**src/rtl/pe_column_conv_if.sv**
```systemverilog
// Bundle of the PE column's data/control signals. The feeder and writeback side
// uses the master modport; the column itself uses the slave modport.
interface pe_column_conv_if #(
  parameter int ROWS = 3,
  parameter int TAPS = 3,
  parameter int DW   = 8,
  parameter int WW   = 4,
  parameter int PSW  = 16,
  parameter int SW   = 2
) ();
  logic                       en;
  logic                       in_valid;
  logic                       line_start;
  logic [ROWS*DW-1:0]         ifmap_in;
  logic [ROWS*TAPS*WW-1:0]    filtr_in;
  logic [PSW-1:0]             bias;
  logic [SW-1:0]              stride;
  logic                       act_mode;
  logic [(ROWS-1)*DW-1:0]     ifmap_shift_out;
  logic [ROWS*TAPS*WW-1:0]    filtr_out;
  logic                       out_valid;
  logic [PSW-1:0]             psum_out;
  logic [7:0]                 act_out;

  modport master (
    output en, in_valid, line_start, ifmap_in, filtr_in, bias, stride, act_mode,
    input  ifmap_shift_out, filtr_out, out_valid, psum_out, act_out
  );

  modport slave (
    input  en, in_valid, line_start, ifmap_in, filtr_in, bias, stride, act_mode,
    output ifmap_shift_out, filtr_out, out_valid, psum_out, act_out
  );
endinterface

```
**src/rtl/pe_column_conv.sv**
```systemverilog
// Parametrised PE column: ROWS rows of TAPS-deep sliding windows, each dotted
// with its weight row; row products are summed with a bias, saturated to PSW
// bits and passed through a clip or piecewise-compress activation.
// Window capture, then three pipeline stages (products, sum, output).
module pe_column_conv #(
  parameter int ROWS = 3,
  parameter int TAPS = 3,
  parameter int DW   = 8,
  parameter int WW   = 4,
  parameter int PSW  = 16,
  parameter int SW   = 2
) (
  input  logic           clk,
  input  logic           rst_n,
  pe_column_conv_if.slave bus
);
  localparam int FW   = $clog2(TAPS + 1);
  localparam int PW   = DW + WW + $clog2(TAPS + 1);
  localparam int SUMW = ((PSW > PW + $clog2(ROWS + 1)) ? PSW : PW + $clog2(ROWS + 1)) + 1;

  function automatic logic [PSW-1:0] sat_psum(input logic [SUMW-1:0] v);
    if (|v[SUMW-1:PSW]) return '1;
    return v[PSW-1:0];
  endfunction

  function automatic logic [7:0] act_fn(input logic [PSW-1:0] s, input logic mode);
    logic [31:0] x;
    logic [31:0] y;
    x = 32'(s);
    if (!mode)              y = (x > 32'd255) ? 32'd255 : x;
    else if (x < 32'd64)    y = x;
    else if (x < 32'd2048)  y = 32'd64 + ((x - 32'd64) >> 4);
    else begin
      y = 32'd188 + ((x - 32'd2048) >> 8);
      if (y > 32'd255) y = 32'd255;
    end
    return y[7:0];
  endfunction

  logic                    acc;
  logic                    complete;
  logic [SW:0]             eff_stride;
  logic [SW:0]             scnt_base;
  logic [SW:0]             scnt_inc;
  logic [FW-1:0]           fill_q, fill_d;
  logic [SW-1:0]           scnt_q, scnt_d;
  logic                    vld_p0_q, vld_p0_d;
  logic [PSW-1:0]          bias_p0_q;
  logic                    mode_p0_q;
  logic [DW-1:0]           tap_q [ROWS][TAPS];
  logic [ROWS*TAPS*WW-1:0] w_q;

  logic [PW-1:0]           rowp_d    [ROWS];
  logic [PW-1:0]           rowp_p1_q [ROWS];
  logic [PSW-1:0]          bias_p1_q;
  logic                    mode_p1_q;
  logic                    vld_p1_q;

  logic [SUMW-1:0]         sum_d;
  logic [PSW-1:0]          sum_p2_q;
  logic                    mode_p2_q;
  logic                    vld_p2_q;

  logic [PSW-1:0]          psum_q;
  logic [7:0]              act_q;
  logic                    ovld_q;

  // Window fill / stride bookkeeping; a line_start restarts both counters.
  always_comb begin
    acc        = bus.en & bus.in_valid;
    eff_stride = (bus.stride == '0) ? (SW+1)'(1) : {1'b0, bus.stride};
    fill_d     = fill_q;
    scnt_d     = scnt_q;
    scnt_base  = {1'b0, scnt_q};
    scnt_inc   = '0;
    complete   = 1'b0;
    vld_p0_d   = 1'b0;
    if (acc) begin
      if (bus.line_start) begin
        fill_d    = FW'(1);
        scnt_base = '0;
      end else if (fill_q != FW'(TAPS)) begin
        fill_d = fill_q + FW'(1);
      end
      complete = (fill_d == FW'(TAPS));
      scnt_inc = scnt_base + (SW+1)'(1);
      if (complete) begin
        vld_p0_d = (scnt_base == '0);
        scnt_d   = (scnt_inc >= eff_stride) ? '0 : scnt_inc[SW-1:0];
      end else begin
        scnt_d   = scnt_base[SW-1:0];
      end
    end
  end

  // Control state; a bubble (en=1, no accept) clears the window-valid bit.
  always_ff @(posedge clk or negedge rst_n) begin
    if (!rst_n) begin
      fill_q   <= '0;
      scnt_q   <= '0;
      vld_p0_q <= 1'b0;
    end else if (bus.en) begin
      fill_q   <= fill_d;
      scnt_q   <= scnt_d;
      vld_p0_q <= vld_p0_d;
    end
  end

  // Tap shift and weight/bias/mode capture on every accepted sample.
  always_ff @(posedge clk or negedge rst_n) begin
    if (!rst_n) begin
      for (int r = 0; r < ROWS; r++)
        for (int t = 0; t < TAPS; t++)
          tap_q[r][t] <= '0;
      w_q       <= '0;
      bias_p0_q <= '0;
      mode_p0_q <= 1'b0;
    end else if (acc) begin
      for (int r = 0; r < ROWS; r++) begin
        tap_q[r][0] <= bus.ifmap_in[r*DW +: DW];
        for (int t = 1; t < TAPS; t++)
          tap_q[r][t] <= tap_q[r][t-1];
      end
      w_q       <= bus.filtr_in;
      bias_p0_q <= bus.bias;
      mode_p0_q <= bus.act_mode;
    end
  end

  // ---- S1: per-row dot products at full width ----
  always_comb begin
    for (int r = 0; r < ROWS; r++) begin
      rowp_d[r] = '0;
      for (int t = 0; t < TAPS; t++)
        rowp_d[r] = rowp_d[r] + PW'(tap_q[r][t]) * PW'(w_q[(r*TAPS+t)*WW +: WW]);
    end
  end

  // ---- S2: row adder tree plus bias, saturated ----
  always_comb begin
    sum_d = SUMW'(bias_p1_q);
    for (int r = 0; r < ROWS; r++)
      sum_d = sum_d + SUMW'(rowp_p1_q[r]);
  end

  // Pipeline S1 -> S2 -> S3, frozen while en=0.
  always_ff @(posedge clk or negedge rst_n) begin
    if (!rst_n) begin
      for (int r = 0; r < ROWS; r++) rowp_p1_q[r] <= '0;
      bias_p1_q <= '0;
      mode_p1_q <= 1'b0;
      vld_p1_q  <= 1'b0;
      sum_p2_q  <= '0;
      mode_p2_q <= 1'b0;
      vld_p2_q  <= 1'b0;
      psum_q    <= '0;
      act_q     <= '0;
      ovld_q    <= 1'b0;
    end else if (bus.en) begin
      for (int r = 0; r < ROWS; r++) rowp_p1_q[r] <= rowp_d[r];
      bias_p1_q <= bias_p0_q;
      mode_p1_q <= mode_p0_q;
      vld_p1_q  <= vld_p0_q;
      sum_p2_q  <= sat_psum(sum_d);
      mode_p2_q <= mode_p1_q;
      vld_p2_q  <= vld_p1_q;
      // ---- S3: registered outputs ----
      psum_q    <= sum_p2_q;
      act_q     <= act_fn(sum_p2_q, mode_p2_q);
      ovld_q    <= vld_p2_q;
    end
  end

  for (genvar r = 0; r < ROWS - 1; r++) begin : g_shift
    assign bus.ifmap_shift_out[r*DW +: DW] = tap_q[r][TAPS-1];
  end

  assign bus.filtr_out = w_q;
  assign bus.out_valid = ovld_q;
  assign bus.psum_out  = psum_q;
  assign bus.act_out   = act_q;
endmodule
```
**src/flat_wrapper.sv**
```systemverilog
// flat-port wrapper written by rule: the top's interface ports become plain ports
module pe_column_conv_flat 
#(
  parameter int ROWS = 3,
  parameter int TAPS = 3,
  parameter int DW   = 8,
  parameter int WW   = 4,
  parameter int PSW  = 16,
  parameter int SW   = 2
)
  (clk, rst_n, bus_en, bus_in_valid, bus_line_start, bus_ifmap_in, bus_filtr_in, bus_bias, bus_stride, bus_act_mode, bus_ifmap_shift_out, bus_filtr_out, bus_out_valid, bus_psum_out, bus_act_out);
  pe_column_conv_if #(.ROWS(ROWS), .TAPS(TAPS), .DW(DW), .WW(WW), .PSW(PSW), .SW(SW)) bus_i ();
  input  logic clk;
  input  logic rst_n;
  input wire logic [$bits(bus_i.en)-1:0] bus_en;
  input wire logic [$bits(bus_i.in_valid)-1:0] bus_in_valid;
  input wire logic [$bits(bus_i.line_start)-1:0] bus_line_start;
  input wire logic [$bits(bus_i.ifmap_in)-1:0] bus_ifmap_in;
  input wire logic [$bits(bus_i.filtr_in)-1:0] bus_filtr_in;
  input wire logic [$bits(bus_i.bias)-1:0] bus_bias;
  input wire logic [$bits(bus_i.stride)-1:0] bus_stride;
  input wire logic [$bits(bus_i.act_mode)-1:0] bus_act_mode;
  output wire logic [$bits(bus_i.ifmap_shift_out)-1:0] bus_ifmap_shift_out;
  output wire logic [$bits(bus_i.filtr_out)-1:0] bus_filtr_out;
  output wire logic [$bits(bus_i.out_valid)-1:0] bus_out_valid;
  output wire logic [$bits(bus_i.psum_out)-1:0] bus_psum_out;
  output wire logic [$bits(bus_i.act_out)-1:0] bus_act_out;
  assign bus_i.en = bus_en;
  assign bus_i.in_valid = bus_in_valid;
  assign bus_i.line_start = bus_line_start;
  assign bus_i.ifmap_in = bus_ifmap_in;
  assign bus_i.filtr_in = bus_filtr_in;
  assign bus_i.bias = bus_bias;
  assign bus_i.stride = bus_stride;
  assign bus_i.act_mode = bus_act_mode;
  assign bus_ifmap_shift_out = bus_i.ifmap_shift_out;
  assign bus_filtr_out = bus_i.filtr_out;
  assign bus_out_valid = bus_i.out_valid;
  assign bus_psum_out = bus_i.psum_out;
  assign bus_act_out = bus_i.act_out;
  pe_column_conv #(.ROWS(ROWS), .TAPS(TAPS), .DW(DW), .WW(WW), .PSW(PSW), .SW(SW)) u_core (.clk(clk), .rst_n(rst_n), .bus(bus_i));
endmodule
```
**config.mk**
```make
export PLATFORM = sky130hd
export DESIGN_NAME = pe_column_conv_flat
export DESIGN_NICKNAME = d
export VERILOG_FILES = /design/src/rtl/pe_column_conv_if.sv /design/src/rtl/pe_column_conv.sv /design/src/flat_wrapper.sv
export SDC_FILE = /design/constraint.sdc
export NUM_CORES = 1
export LEC_CHECK = 0
export CAP_MARGIN = 20
export CORE_ASPECT_RATIO = 0.9
export CORE_MARGIN = 2
export CORE_UTILIZATION = 48
export CTS_CLUSTER_DIAMETER = 200
export CTS_CLUSTER_SIZE = 12
export DETAILED_ROUTE_END_ITERATION = 8
export DONT_BUFFER_PORTS = 1
export PLACE_DENSITY = 0.68
export SYNTH_ARGS = -nofsm -noshare
export SYNTH_HDL_FRONTEND = slang
export SYNTH_SLANG_ARGS = --single-unit
```
**constraint.sdc**
```tcl
create_clock -name clk -period 16.1 [get_ports clk]
set_input_delay 3.22 -clock clk [delete_from_list [all_inputs] [get_ports clk]]
set_output_delay 3.22 -clock clk [all_outputs]
set_load 0.05 [all_outputs]
```
==> results of run 1 <==
[worst max path at each step]
stage	startpoint	to	slack, ps	cells after the start
after floorplan	u_core.bus.filtr_out[19]	u_core.rowp_p1_q[25]	9920	22
after global placement	u_core.bus.filtr_out[31]	u_core.rowp_p1_q[11]	9570	19
after detailed placement	u_core.bus.filtr_out[31]	u_core.rowp_p1_q[11]	9450	19
after CTS	u_core.bus.filtr_out[31]	u_core.rowp_p1_q[12]	9430	21
after global routing	u_core.bus.filtr_out[31]	u_core.rowp_p1_q[12]	9070	21
final	u_core.bus.filtr_out[31]	u_core.rowp_p1_q[12]	9420	21
[flip-flops by register name (all words and copies together) (netlist names)]
name	flops
u_core.mode_p2_q	1
u_core.bus.filtr_out	36
u_core.vld_p2_q	1
u_core.bus.act_out	8
u_core.mode_p1_q	1
u_core.scnt_q	2
u_core.vld_p1_q	1
u_core.bus.ifmap_shift_out	16
u_core.bias_p0_q	16
u_core.sum_p2_q	16
u_core.bias_p1_q	16
u_core.mode_p0_q	1
u_core.vld_p0_q	1
u_core.fill_q	2
u_core.bus.out_valid	1
u_core.bus.psum_out	16
u_core.tap_q	56
u_core.rowp_p1_q	42
[power breakdown]
part	total (mW)	switching, mW	internal [mW]
sequential	1.13	0.386	0.747
clock	0.479	0.228	0.252
combinational	2.85	1.56	1.29
total	4.46	2.17	2.29
[critical path: cells and delay by family, from the launching register on]
| kind | cells | cell delay, ps |
|---|---|---|
| DFF | 1 | 820 |
| buffers and inverters | 3 | 170 |
| xor gates and xnor gates | 1 | 150 |
| adders and majority gates | 7 | 3390 |
| AOI/OAI and AO/OA | 5 | 1240 |
| and+or+nand+nor | 5 | 750 |
[cell usage in the layout, fill, tap and decap left out, types with 3 or more instances in the layout]
cell type / instances
a21oi_1: 55
a21o_1: 17
nor4_1: 6
xnor2_1: 45
a311oi_1: 3
o31a_1: 5
a211oi_1: 9
o31ai_1: 4
nand2b_1: 10
nor3b_1: 6
a2111oi_0: 3
a31oi_1: 7
o21bai_1: 5
a22oi_1: 6
or3_1: 9
nor2_1: 62
clkbuf_16: 23
nor3_1: 23
o22a_1: 7
xor2_1: 13
fa_1: 218
o311ai_1: 3
o2bb2ai_1: 4
a31o_1: 5
o21a_1: 7
ha_1: 171
inv_1: 280
dfrtp_1: 233
nor2b_1: 10
a221oi_1: 3
and2_1: 209
mux2_2: 58
o21ai_0: 39
o221ai_1: 5
o21ai_1: 9
o211ai_1: 10
nand3b_1: 5
nand3_1: 10
nand2_1: 505
a211o_1: 3
[cell type report]
type	count	area, um^2
sequential	233	5830
inverter	281	1050
antenna	1	2.50
clock inverter	1	8.76
clock buffer	23	576
multi-input combinational	1617	13400
fill	3887	20500
timing repair buffer	3	42.5
tap	547	684
[routing by layer]
layer / global-route usage / wire length [um] / vias up
met4: 0.0412 / 897 / 0
li1: - / - / 6923
met2: 0.341 / 20900 / 291
met3: 0.0351 / 2320 / 52
met1: 0.312 / 22100 / 7182
met5: 0 / 0 / -
[kinds of logic (layout without fill, tap and decap cells)]
group,Yosys count,count (layout),share of synthesized area
buf+inv,351,308,0.0670
fa+ha+maj,389,389,0.316
other cells,0,1,0
xor+xnor,58,58,0.0247
flops,233,233,0.283
compound gates,234,234,0.0785
mux,59,59,0.0322
simple gates,877,877,0.199
==> reports/results.ini, run 1 <==
[run_status]
outcome=finished, final reports clean

[clocking]
hold_buffers=0
cts_sinks=233
numCtsBuffers=23
clock_latency_ps=540
post_cts_resized=0
clk_pin_slew_ps=60
cts_buffer_depth=3
cts_tree=built
cts_setup_buffers=0
cts-root-buf=clkbuf_16
cts_max_level=1

[sta]
hold_viol_final=0
skew_ps=16.4
fin_crit_sh=0.415
drv_slew=0
fmax_ghz=0.150
rsz0062_at_grt=false
fin_crit_ps=6680
timing.hold.ws_ps=470
setup_slack_ps=9420
fin_setup_tns_ps=0
worst_pin_slew_ps=1040
relSlewSlack=0.309
finalSetupViolations=0

[die]
die_w_um=222
io_pins=161
rows=71
initial_core_util=0.489
die-area_um2=44600
core_um2=42100
die_h_um=201

[detailed_routing]
ant_nets=0
via_per_inst=5.34
wire_per_inst_um=17.1
dr.first_iter.drc_count=734
routed_wl_um=46200
drc=0
vias=14400
first_pass_iters=5

[critical_path]
critPathLaunchType=flop
critPathSlowestCell=dfrtp_1
r2r-end=u_core.rowp_p1_q[12]
path_class=flop to flop
crit_fanout=10
cp_cell_sequence=nand2_1, fa_1, fa_1, inv_1, fa_1, inv_1, fa_1, inv_1, fa_1, a21o_1, a21oi_1, o21ai_0, nor2_1, xnor2_1, fa_1, ha_1, and3_1, o21ai_1, a311oi_1, or3_1, nand4_1
crit_top_cell=fa_1
worst_ep_arrival_time_ps=7080
reg2reg_depth=21
cp.required_ps=16500
r2r_start=u_core.bus.filtr_out[31]
endpoint_kind=flop
rrSetupSlack_ps=9420
critical-path-max-stage-delay_ps=820

[place]
place_ws_ps=9450
placed_cell_area_um2=21000
gp_congestion=0.852
io_buffer_count=0
dpl.cell_count=2681
dp_hpwl_um=35700

[logic_synthesis]
ys_async_sr_fraction=1.00
synthesis.area_um2=20600
synth-seq-cells=233
synth_top_cell_area_share=0.283
postSynthNetCount=2674
synth-main-ff-cell=dfrtp_1
yosysSeqAreaShare=0.283
synth_edf_count=0
yosysWarnings=0
synth_cell_types=79
ys_top_cells_by_count=nand2_1, inv_1, dfrtp_1, fa_1, and2_1
synthCells=2201
syn_area_per_cell_um2=9.36
synth_most_common_cell=nand2_1
synth_area_leaders=dfrtp_1, fa_1, ha_1
yosys.area.top_type=dfrtp_1

[cells_and_area]
fin_cells=2706
syn_to_final_growth_pct=4.85
fin_util=0.513
fin_area_um2=21600
finalNetCount=2632
drive_above_1_share=0.0496

[global_routing]
antenna_found_initial=0
grt_max_degree=234
grt_use_total=0.214
grt_pass1_vias=14900
grt_overflow=0
grt_pass1_wl_um=78200

[power]
p_leak_nw=11.0
powerDensity_nw_per_um2=207
peakVddDrop_mv=0.156
p_total_mw=4.46

[worst_hold_path]
whs_path_depth=2
min_from=u_core.bias_p0_q[7]
hold_path_class=flop to flop
min_to=u_core.bias_p0_q[7]

[flow_run]
maxCapViolCount=0

No activity file was read; power rests on OpenSTA's default activity.
==> run 2, diff against run 1 <==
PLACE_DENSITY = 0.7   (was 0.68)
clock period = 5.4 ns   (was 16.1 ns; I/O delays follow)
==> reports/results.ini, run 2 (same netlist as run 1, synthesis figures left out) <==
[sta]
setup_slack_ps=-317  ; -9740 ps
rsz0062_at_grt=true
relSlewSlack=0.349  ; +0.0401
drv_slew=0  ; unchanged
timing.hold.ws_ps=227  ; -243 ps
fin_crit_sh=1.06  ; +0.644
finalSetupViolations=16  ; +16
skew_ps=25.0  ; +8.60 ps
worst_pin_slew_ps=977  ; -60.2 ps
fmax_ghz=0.175  ; +17%
hold_viol_final=0  ; unchanged
fin_crit_ps=5720  ; -960 ps

[die]
die-area_um2=44600  ; unchanged
initial_core_util=0.489  ; unchanged
rows=71  ; unchanged
die_w_um=222  ; unchanged
die_h_um=201  ; unchanged
io_pins=161  ; unchanged
core_um2=42100  ; unchanged

[cells_and_area]
num_antenna_cells=0  ; -1
final_cell_mix=nand2_1, inv_1, fa_1, dfrtp_1, buf_4
final_common_cell=nand2_1
fill_cells=3543  ; -8.9%
syn_to_final_growth_pct=19.7
fin_area_um2=24700  ; +14%
fin_cells=2939  ; +8.6%
largest_reg_flops=56  ; unchanged
finalNetCount=2859  ; +8.6%
top_register=u_core.tap_q
drive_above_1_share=0.228  ; +0.178

[global_routing]
grt_max_degree=234  ; unchanged
grt_use_total=0.227  ; +0.0130
grt_overflow=0  ; unchanged
grt_pass1_wl_um=82900  ; +6.0%
grt_pass1_vias=16300  ; +9.7%
antenna_found_initial=0  ; unchanged

[detailed_routing]
dr.first_iter.drc_count=783  ; +6.7%
drc=0  ; unchanged
vias=15600  ; +8.0%
routed_wl_um=50400  ; +9.1%
first_pass_iters=5  ; unchanged
via_per_inst=5.31  ; -0.54%
ant_nets=0  ; unchanged
wire_per_inst_um=17.2  ; +0.42%

[critical_path]
critPathLaunchType=flop
reg2reg_depth=24  ; +14%
worst_ep_arrival_time_ps=6170  ; -910 ps
r2r_start=u_core.bus.filtr_out[15]
crit_fanout=5  ; -5
r2r-end=u_core.rowp_p1_q[25]
rrSetupSlack_ps=-320  ; -9740 ps
cp.required_ps=5850  ; -10650 ps
endpoint_kind=flop
path_class=flop to flop

[power]
p_leak_nw=12.4  ; +13%
peakVddDrop_mv=0.603  ; +290%
powerDensity_nw_per_um2=738  ; +260%

[clocking]
hold_buffers=0  ; unchanged
cts_max_level=1  ; unchanged
clk_pin_slew_ps=80  ; +20 ps
cts-root-buf=clkbuf_16
numCtsBuffers=23  ; unchanged
cts_sinks=233  ; unchanged
cts_tree=built
cts_buffer_depth=3  ; unchanged
clock_latency_ps=560  ; +20 ps

[run_status]
outcome=finished, violations left
violations=negative setup slack

[place]
dp_hpwl_um=37300  ; +4.6%
gp_congestion=0.897  ; +5.3%
placed_cell_area_um2=22700  ; +7.9%
dpl.cell_count=2864  ; +6.8%
io_buffer_count=0  ; unchanged

[flow_run]
maxCapViolCount=0  ; unchanged

[worst_hold_path]
hold_path_class=input pin to asynchronous set/reset pin

run 2: timing repair:
item	4_1_cts	5_1_grt
endpoints found under the setup margin	18	23
gates cloned	0	0
pin swaps	120	94
resized for setup	116	107
setup buffers	29	18
run 2: layout make-up:
type	instances	area [um^2]	share of cell area
inverters	281	1050	0.0428
clock buffers	29	598	0.0242
repair buffers	230	1860	0.0754
clock inverters	2	17.5	0.000710
flip-flops and latches	233	5860	0.237
multi-input cells	1617	14600	0.592
well taps	547	684	0.0277
run 2: critical path: stages (launching register included):
cell,delay [ps]
dfrtp_2,420
and2_4,150
fa_1,540
inv_1,50
fa_1,490
inv_2,40
fa_1,480
inv_2,40
fa_1,520
inv_1,50
ha_1,260
a21o_1,170
a21oi_2,160
o21ai_2,90
or4_4,520
nand2_4,90
xor2_2,70
fa_1,490
inv_2,50
ha_4,290
o21a_1,140
o21ai_2,50
o21ai_2,140
xor2_1,80
mux2_4,260
run 2: how the worst max path moves through the flow:
stage | cells past startpoint | startpoint | end | slack [ps]
detailed placement | 24 | u_core.bus.filtr_out[16] | u_core.rowp_p1_q[25] | -520
CTS | 24 | u_core.bus.filtr_out[15] | u_core.rowp_p1_q[25] | -330
global placement | 24 | u_core.bus.filtr_out[16] | u_core.rowp_p1_q[25] | -460
floorplan | 24 | u_core.bus.filtr_out[15] | u_core.rowp_p1_q[25] | -470
global route | 24 | u_core.tap_q[40] | u_core.rowp_p1_q[25] | -520
finish | 24 | u_core.bus.filtr_out[15] | u_core.rowp_p1_q[25] | -320
run 2: layer usage:
layer | vias up | wire length [um] | global-route usage
li1 | 7369 | - | -
met1 | 7813 | 22900 | 0.309
met2 | 356 | 24000 | 0.383
met3 | 70 | 2380 | 0.0362
met4 | 0 | 1200 | 0.0527
met5 | - | 0 | 0
run 2: stage by stage:
stage                     TNS [ps]  total power, mW  utilization  worst slack (ps)
final                        -2520             18.2        0.586              -317
after global routing         -6040             19.7        0.586              -519
after CTS                    -2260             16.6        0.571              -330
after detailed placement     -4600             13.9        0.539              -523
after global placement       -3370             13.6        0.539              -459
after floorplan              -1510             10.6            -              -472
run 2: power by group:
part           total [mW]  switching, mW  internal (mW)  leakage (nW)
Sequential           3.21          0.969           2.24          2.84
Combinational        13.5           6.61           6.92          9.24
Clock                1.48          0.710          0.771         0.300
